**src/rtl/wb_commit_queue.sv**
```systemverilog
// In-order writeback commit queue: buffers completed MEM-stage results, extracts
// sub-word load data at enqueue, and retires one entry per cycle to the register file.
module wb_commit_queue #(
  parameter int XLEN    = 32,
  parameter int DEPTH   = 4,
  parameter int ORDER_W = 64
) (
  input  logic                    clk,
  input  logic                    rst,
  input  logic                    flush,
  input  logic                    commit_stall,
  input  logic                    in_valid,
  output logic                    in_ready,
  input  logic [3:0]              in_sel,
  input  logic                    in_ld_reg,
  input  logic                    in_mem_write,
  input  logic [4:0]              in_rd,
  input  logic [XLEN-1:0]         in_alu_out,
  input  logic                    in_br_en,
  input  logic [XLEN-1:0]         in_u_imm,
  input  logic [XLEN-1:0]         in_mem_rdata,
  input  logic [1:0]              in_addr_lo,
  input  logic [XLEN-1:0]         in_pc,
  input  logic [ORDER_W-1:0]      in_order,
  output logic                    rf_we,
  output logic [4:0]              rf_rd,
  output logic [XLEN-1:0]         rf_wdata,
  output logic                    commit_valid,
  output logic [ORDER_W-1:0]      commit_order,
  output logic [XLEN-1:0]         commit_pc,
  output logic [ORDER_W-1:0]      instret,
  output logic [$clog2(DEPTH):0]  count
);

  localparam int AW = $clog2(DEPTH);
  localparam int CW = AW + 1;
  localparam logic [CW-1:0] FULL_C = CW'(DEPTH);

  logic                ent_we_q    [DEPTH];
  logic [4:0]          ent_rd_q    [DEPTH];
  logic [XLEN-1:0]     ent_wdata_q [DEPTH];
  logic [ORDER_W-1:0]  ent_order_q [DEPTH];
  logic [XLEN-1:0]     ent_pc_q    [DEPTH];

  logic [AW-1:0]       head_q, head_d;
  logic [AW-1:0]       tail_q, tail_d;
  logic [CW-1:0]       count_q, count_d;
  logic [ORDER_W-1:0]  last_order_q, last_order_d;
  logic                last_valid_q, last_valid_d;
  logic [ORDER_W-1:0]  instret_q, instret_d;

  logic                enq;
  logic                present;
  logic                dup;
  logic                new_we;
  logic [XLEN-1:0]     new_wdata;

  function automatic logic [XLEN-1:0] wb_data(
    input logic [3:0]      sel,
    input logic [XLEN-1:0] alu_out,
    input logic            br_en,
    input logic [XLEN-1:0] u_imm,
    input logic [XLEN-1:0] mem_rdata,
    input logic [1:0]      addr_lo,
    input logic [XLEN-1:0] pc
  );
    logic [7:0]  lbyte;
    logic [15:0] lhalf;
    lbyte = mem_rdata[{addr_lo, 3'b000} +: 8];
    lhalf = mem_rdata[{addr_lo[1], 4'b0000} +: 16];
    case (sel)
      4'd0:    wb_data = alu_out;
      4'd1:    wb_data = {{(XLEN-1){1'b0}}, br_en};
      4'd2:    wb_data = u_imm;
      4'd3:    wb_data = mem_rdata;
      4'd4:    wb_data = pc + XLEN'(4);
      4'd5:    wb_data = {{(XLEN-8){lbyte[7]}}, lbyte};
      4'd6:    wb_data = {{(XLEN-8){1'b0}}, lbyte};
      4'd7:    wb_data = {{(XLEN-16){lhalf[15]}}, lhalf};
      4'd8:    wb_data = {{(XLEN-16){1'b0}}, lhalf};
      default: wb_data = {XLEN{1'b0}};
    endcase
  endfunction

  assign in_ready = (count_q < FULL_C);
  assign count    = count_q;
  assign instret  = instret_q;

  // Stores never write rd, so their payload is forced to zero here rather than at retire.
  always_comb begin
    new_we    = in_ld_reg && !in_mem_write && (in_rd != 5'd0);
    new_wdata = {XLEN{1'b0}};
    if (in_mem_write) begin
      new_wdata = {XLEN{1'b0}};
    end else begin
      new_wdata = wb_data(in_sel, in_alu_out, in_br_en, in_u_imm, in_mem_rdata, in_addr_lo, in_pc);
    end
  end

  // Head presentation and retire outputs
  always_comb begin
    present      = (count_q != {CW{1'b0}}) && !commit_stall && !flush;
    dup          = last_valid_q && (ent_order_q[head_q] == last_order_q);
    rf_we        = 1'b0;
    rf_rd        = 5'd0;
    rf_wdata     = {XLEN{1'b0}};
    commit_valid = 1'b0;
    commit_order = {ORDER_W{1'b0}};
    commit_pc    = {XLEN{1'b0}};
    if (present) begin
      rf_we        = ent_we_q[head_q] && !dup;
      rf_rd        = ent_rd_q[head_q];
      rf_wdata     = ent_wdata_q[head_q];
      commit_valid = !dup;
      commit_order = ent_order_q[head_q];
      commit_pc    = ent_pc_q[head_q];
    end else begin
      rf_we        = 1'b0;
      commit_valid = 1'b0;
    end
  end

  // Pointer, occupancy and retire-counter next state
  always_comb begin
    enq          = in_valid && in_ready && !flush;
    head_d       = head_q;
    tail_d       = tail_q;
    count_d      = count_q;
    last_order_d = last_order_q;
    last_valid_d = last_valid_q;
    instret_d    = instret_q;
    if (flush) begin
      head_d  = {AW{1'b0}};
      tail_d  = {AW{1'b0}};
      count_d = {CW{1'b0}};
    end else begin
      if (present) begin
        head_d = head_q + AW'(1);
      end else begin
        head_d = head_q;
      end
      if (enq) begin
        tail_d = tail_q + AW'(1);
      end else begin
        tail_d = tail_q;
      end
      case ({enq, present})
        2'b10:   count_d = count_q + CW'(1);
        2'b01:   count_d = count_q - CW'(1);
        default: count_d = count_q;
      endcase
      if (present && !dup) begin
        last_order_d = ent_order_q[head_q];
        last_valid_d = 1'b1;
        instret_d    = instret_q + ORDER_W'(1);
      end else begin
        last_order_d = last_order_q;
        last_valid_d = last_valid_q;
        instret_d    = instret_q;
      end
    end
  end

  // Control state registers
  always_ff @(posedge clk) begin
    if (rst) begin
      head_q       <= {AW{1'b0}};
      tail_q       <= {AW{1'b0}};
      count_q      <= {CW{1'b0}};
      last_order_q <= {ORDER_W{1'b0}};
      last_valid_q <= 1'b0;
      instret_q    <= {ORDER_W{1'b0}};
    end else begin
      head_q       <= head_d;
      tail_q       <= tail_d;
      count_q      <= count_d;
      last_order_q <= last_order_d;
      last_valid_q <= last_valid_d;
      instret_q    <= instret_d;
    end
  end

  // Entry payload storage; only slots below count are ever read, so no reset.
  always_ff @(posedge clk) begin
    if (enq && !rst) begin
      ent_we_q[tail_q]    <= new_we;
      ent_rd_q[tail_q]    <= in_rd;
      ent_wdata_q[tail_q] <= new_wdata;
      ent_order_q[tail_q] <= in_order;
      ent_pc_q[tail_q]    <= in_pc;
    end
  end

endmodule

```
**config.mk**
```make
export PLATFORM = sky130hd
export DESIGN_NAME = wb_commit_queue
export DESIGN_NICKNAME = d
export VERILOG_FILES = /design/src/rtl/wb_commit_queue.sv
export SDC_FILE = /design/constraint.sdc
export NUM_CORES = 1
export LEC_CHECK = 0
export ABC_AREA = 1
export ABC_CLOCK_PERIOD_IN_PS = 15850
export CORE_MARGIN = 2
export CORE_UTILIZATION = 30
export DETAILED_ROUTE_END_ITERATION = 6
export GPL_ROUTABILITY_DRIVEN = 0
export PLACE_DENSITY = 0.57
export SETUP_SLACK_MARGIN = 0.2
export SYNTH_ARGS = -nofsm -noshare
export SYNTH_HDL_FRONTEND = slang
export SYNTH_SLANG_ARGS = --single-unit
```
**constraint.sdc**
```tcl
create_clock -name clk -period 15.85 [get_ports clk]
set_clock_uncertainty 0.2 [all_clocks]
set_input_delay 3.17 -clock clk [delete_from_list [all_inputs] [get_ports clk]]
set_output_delay 3.17 -clock clk [all_outputs]
set_load 0.02 [all_outputs]
```
==> results_dict.tcl <==
set metrics [dict create \
    status "finished clean" \
    io_pins 414 \
    vias 25100 \
    grt_overflow 0 \
    period_share_pct 60.8 \
    synth_commonest_cells "nand2_1, nor2_1, edfxtp_1" \
    cts_resized 0 \
    drt_wl_total_um 104000 \
    yosysUniqueCellTypes 41 \
    avgSynthCellArea_um2 9.30 \
    antenna_found_initial 10 \
    place.port_buffers 413 \
    synth-warning-count 0 \
    cts_tree "done" \
    ir_worst_vdd_mv 0.0621 \
    chipHeight_um 324 \
    hp-class "register to register" \
    die-width_um 324 \
    remaining_drc_errors 0 \
    synth.most_common_cell "nand2_1" \
    period_minus_slack_ps 9630 \
    yosysTopAreaCellShare_pct 52.3 \
    cts_hold_buf 0 \
    cp.required_ps 12480 \
    ant_nets 0 \
    hpwl_um 69900 \
    die_area_um2 105000 \
    std_cell_rows 117 \
    synthTopCellsByArea "edfxtp_1, nand2_1, dfxtp_1, nor2_1, nand3_1" \
    timing.final.hold_violations 0 \
    clkSinkCount 674 \
    p_total_mw 3.87 \
    crit_arrival_ps 6260 \
    fin_nets 3875 \
    critPathMaxFanout 137 \
    rsz0062_at_grt "false" \
    clk_latency_ps 650 \
    clockBufferDepth 3 \
    grt_use_total_pct 19.1 \
    syn-num-nets 3528 \
    synth_cells 3309 \
    grt_max_degree 138 \
    end_kind "output pin" \
    synth-edff-count 536 \
    slew_headroom_pct 17.3 \
    setup_viol 0 \
    cts_root_buf "clkbuf_16" \
    drv_cap 0 \
    critPathLaunchType "register" \
    area_growth_pct 25.4 \
    wl_per_cell_um 20.4 \
    synth_flop_cell "edfxtp_1" \
    cts_setup_buffers 0 \
    fmax_mhz 104 \
    synthArstFlopShare_pct 0 \
    via_per_inst 4.94 \
    synth-seq-cells 674 \
    start_util_pct 30.3 \
    grt_pass1_wl_um 152000 \
    numCtsBuffers 77 \
    p_leak_nw 13.3 \
    drive_above_1_share_pct 4.60 \
    worstMarginPinSlew_ps 1230 \
    htreeDepth 3 \
    ys_seq_area_share_pct 61.3 \
    syn-cell-area_um2 30800 \
    final_util_pct 37.9 \
    cts.reportedPaths.clkPinSlew_ps 60 \
    grt_pass1_vias 23500 \
    fin_setup_tns_ps 0 \
    report.final.slew_viol_count 0 \
    core_um2 102000 \
    critPathKind "register to output pin" \
    drt_iter0_markers 2508 \
    yosysTopAreaCell "edfxtp_1" \
    power_density_nw_per_um2 100 \
    firstDrtPassIters 7 \
]
[area by class of cell]
class                   instances  area, um^2
fillers                     10200       63100
repair buffers                446        4380
inverters                     122         475
clock buffers                 110        2200
well taps                    1368        1710
multi-input cells            2335       10700
clock inverters                32         260
flip-flops and latches        674       18900
diodes                          1        2.50
[cell families (layout without fill, tap and decap cells)]
group                    count (synthesis)  in the layout  share of synthesized area (%)
AND/OR/NAND/NOR                       1826           1826                           24.5
flip-flops                             674            674                           61.3
AO/OA/AOI/OAI                          425            425                           7.51
buffers and inverters                  300            710                           4.14
XOR/XNOR                                72             72                           2.05
adder cells (fa/ha/maj)                  8              8                          0.350
multiplexers                             4              4                          0.142
other                                    0              1                              0
[registers in the layout (all words and copies together) (netlist names), named ones only]
register,cells
ent_pc_q,128
instret,64
count,3
last_valid_q,1
ent_wdata_q,128
head_q,2
ent_order_q,256
tail_q,2
last_order_q,64
ent_rd_q,20
ent_we_q,4
[worst max-delay path, stage by stage, from the launching register on]
cell             delay, ps
dfxtp_4                380
inv_8                  500
buf_4                  860
buf_4                  650
nand2_1                100
nand3_1                 90
nand2_1                170
o21ai_0                190
nor2_1                  70
nand2_1                110
nor2_1                  60
nand2_1                 60
nor2_1                  60
nand2_4                540
nand2_4                110
inv_2                   80
buf_4                  650
clkdlybuf4s50_1        760
[stage by stage]
| step | area (um^2) | setup slack (ps) | std cells | hold slack (ps) |
|---|---|---|---|---|
| after global placement | 36100 | 6380 | 4945 | 245 |
| after floorplan | 30800 | 5710 | 3309 | 236 |
| after CTS | 38600 | 6070 | 5087 | 266 |
| final | 38600 | 6220 | 5088 | 258 |
| after detailed placement | 36100 | 6300 | 4945 | 255 |
| after global routing | 38600 | 5730 | 5087 | 302 |
[worst paths after layout]
path	from	to	slack, ps	cells past startpoint
worst max-delay path	register	commit_valid	6220	17
worst min-delay path	head_q[1]	register	260	2
worst max register to register	register	instret[39]	10350	18
worst min register to register	head_q[1]	register	260	2
[power breakdown]
part           leakage, nW  switching [mW]  internal, mW
clock                 1.21           0.736         0.992
combinational         6.07           0.128        0.0832
sequential            5.99         0.00596          1.93
[per-layer routing]
layer | global-route usage (%) | routed length, um
met1 | 24.5 | 43700
met2 | 31.8 | 49300
met3 | 4.06 | 7140
met4 | 6.42 | 3480
met5 | 0 | 49
[layout by cell type (no fill, tap or decap), types with 3 or more instances in the layout]
cell	n
a31oi_1	18
nor2_1	631
nor3_1	39
nand4_1	32
clkbuf_1	21
inv_6	4
nor2_4	4
a221oi_1	23
nand3_1	311
inv_1	117
a211oi_1	5
clkinv_1	8
o21ai_1	4
nand3b_1	31
dfxtp_1	136
nand2_1	752
or2_2	5
clkinv_2	15
ha_1	7
xnor2_1	25
clkdlybuf4s50_1	412
a41oi_1	8
a22o_1	5
clkbuf_16	80
clkbuf_8	9
mux2_2	3
a21oi_1	167
nor4_1	14
buf_4	33
o21ai_0	189
xor2_1	47
edfxtp_1	536
Power figures use the tool's default switching activity.
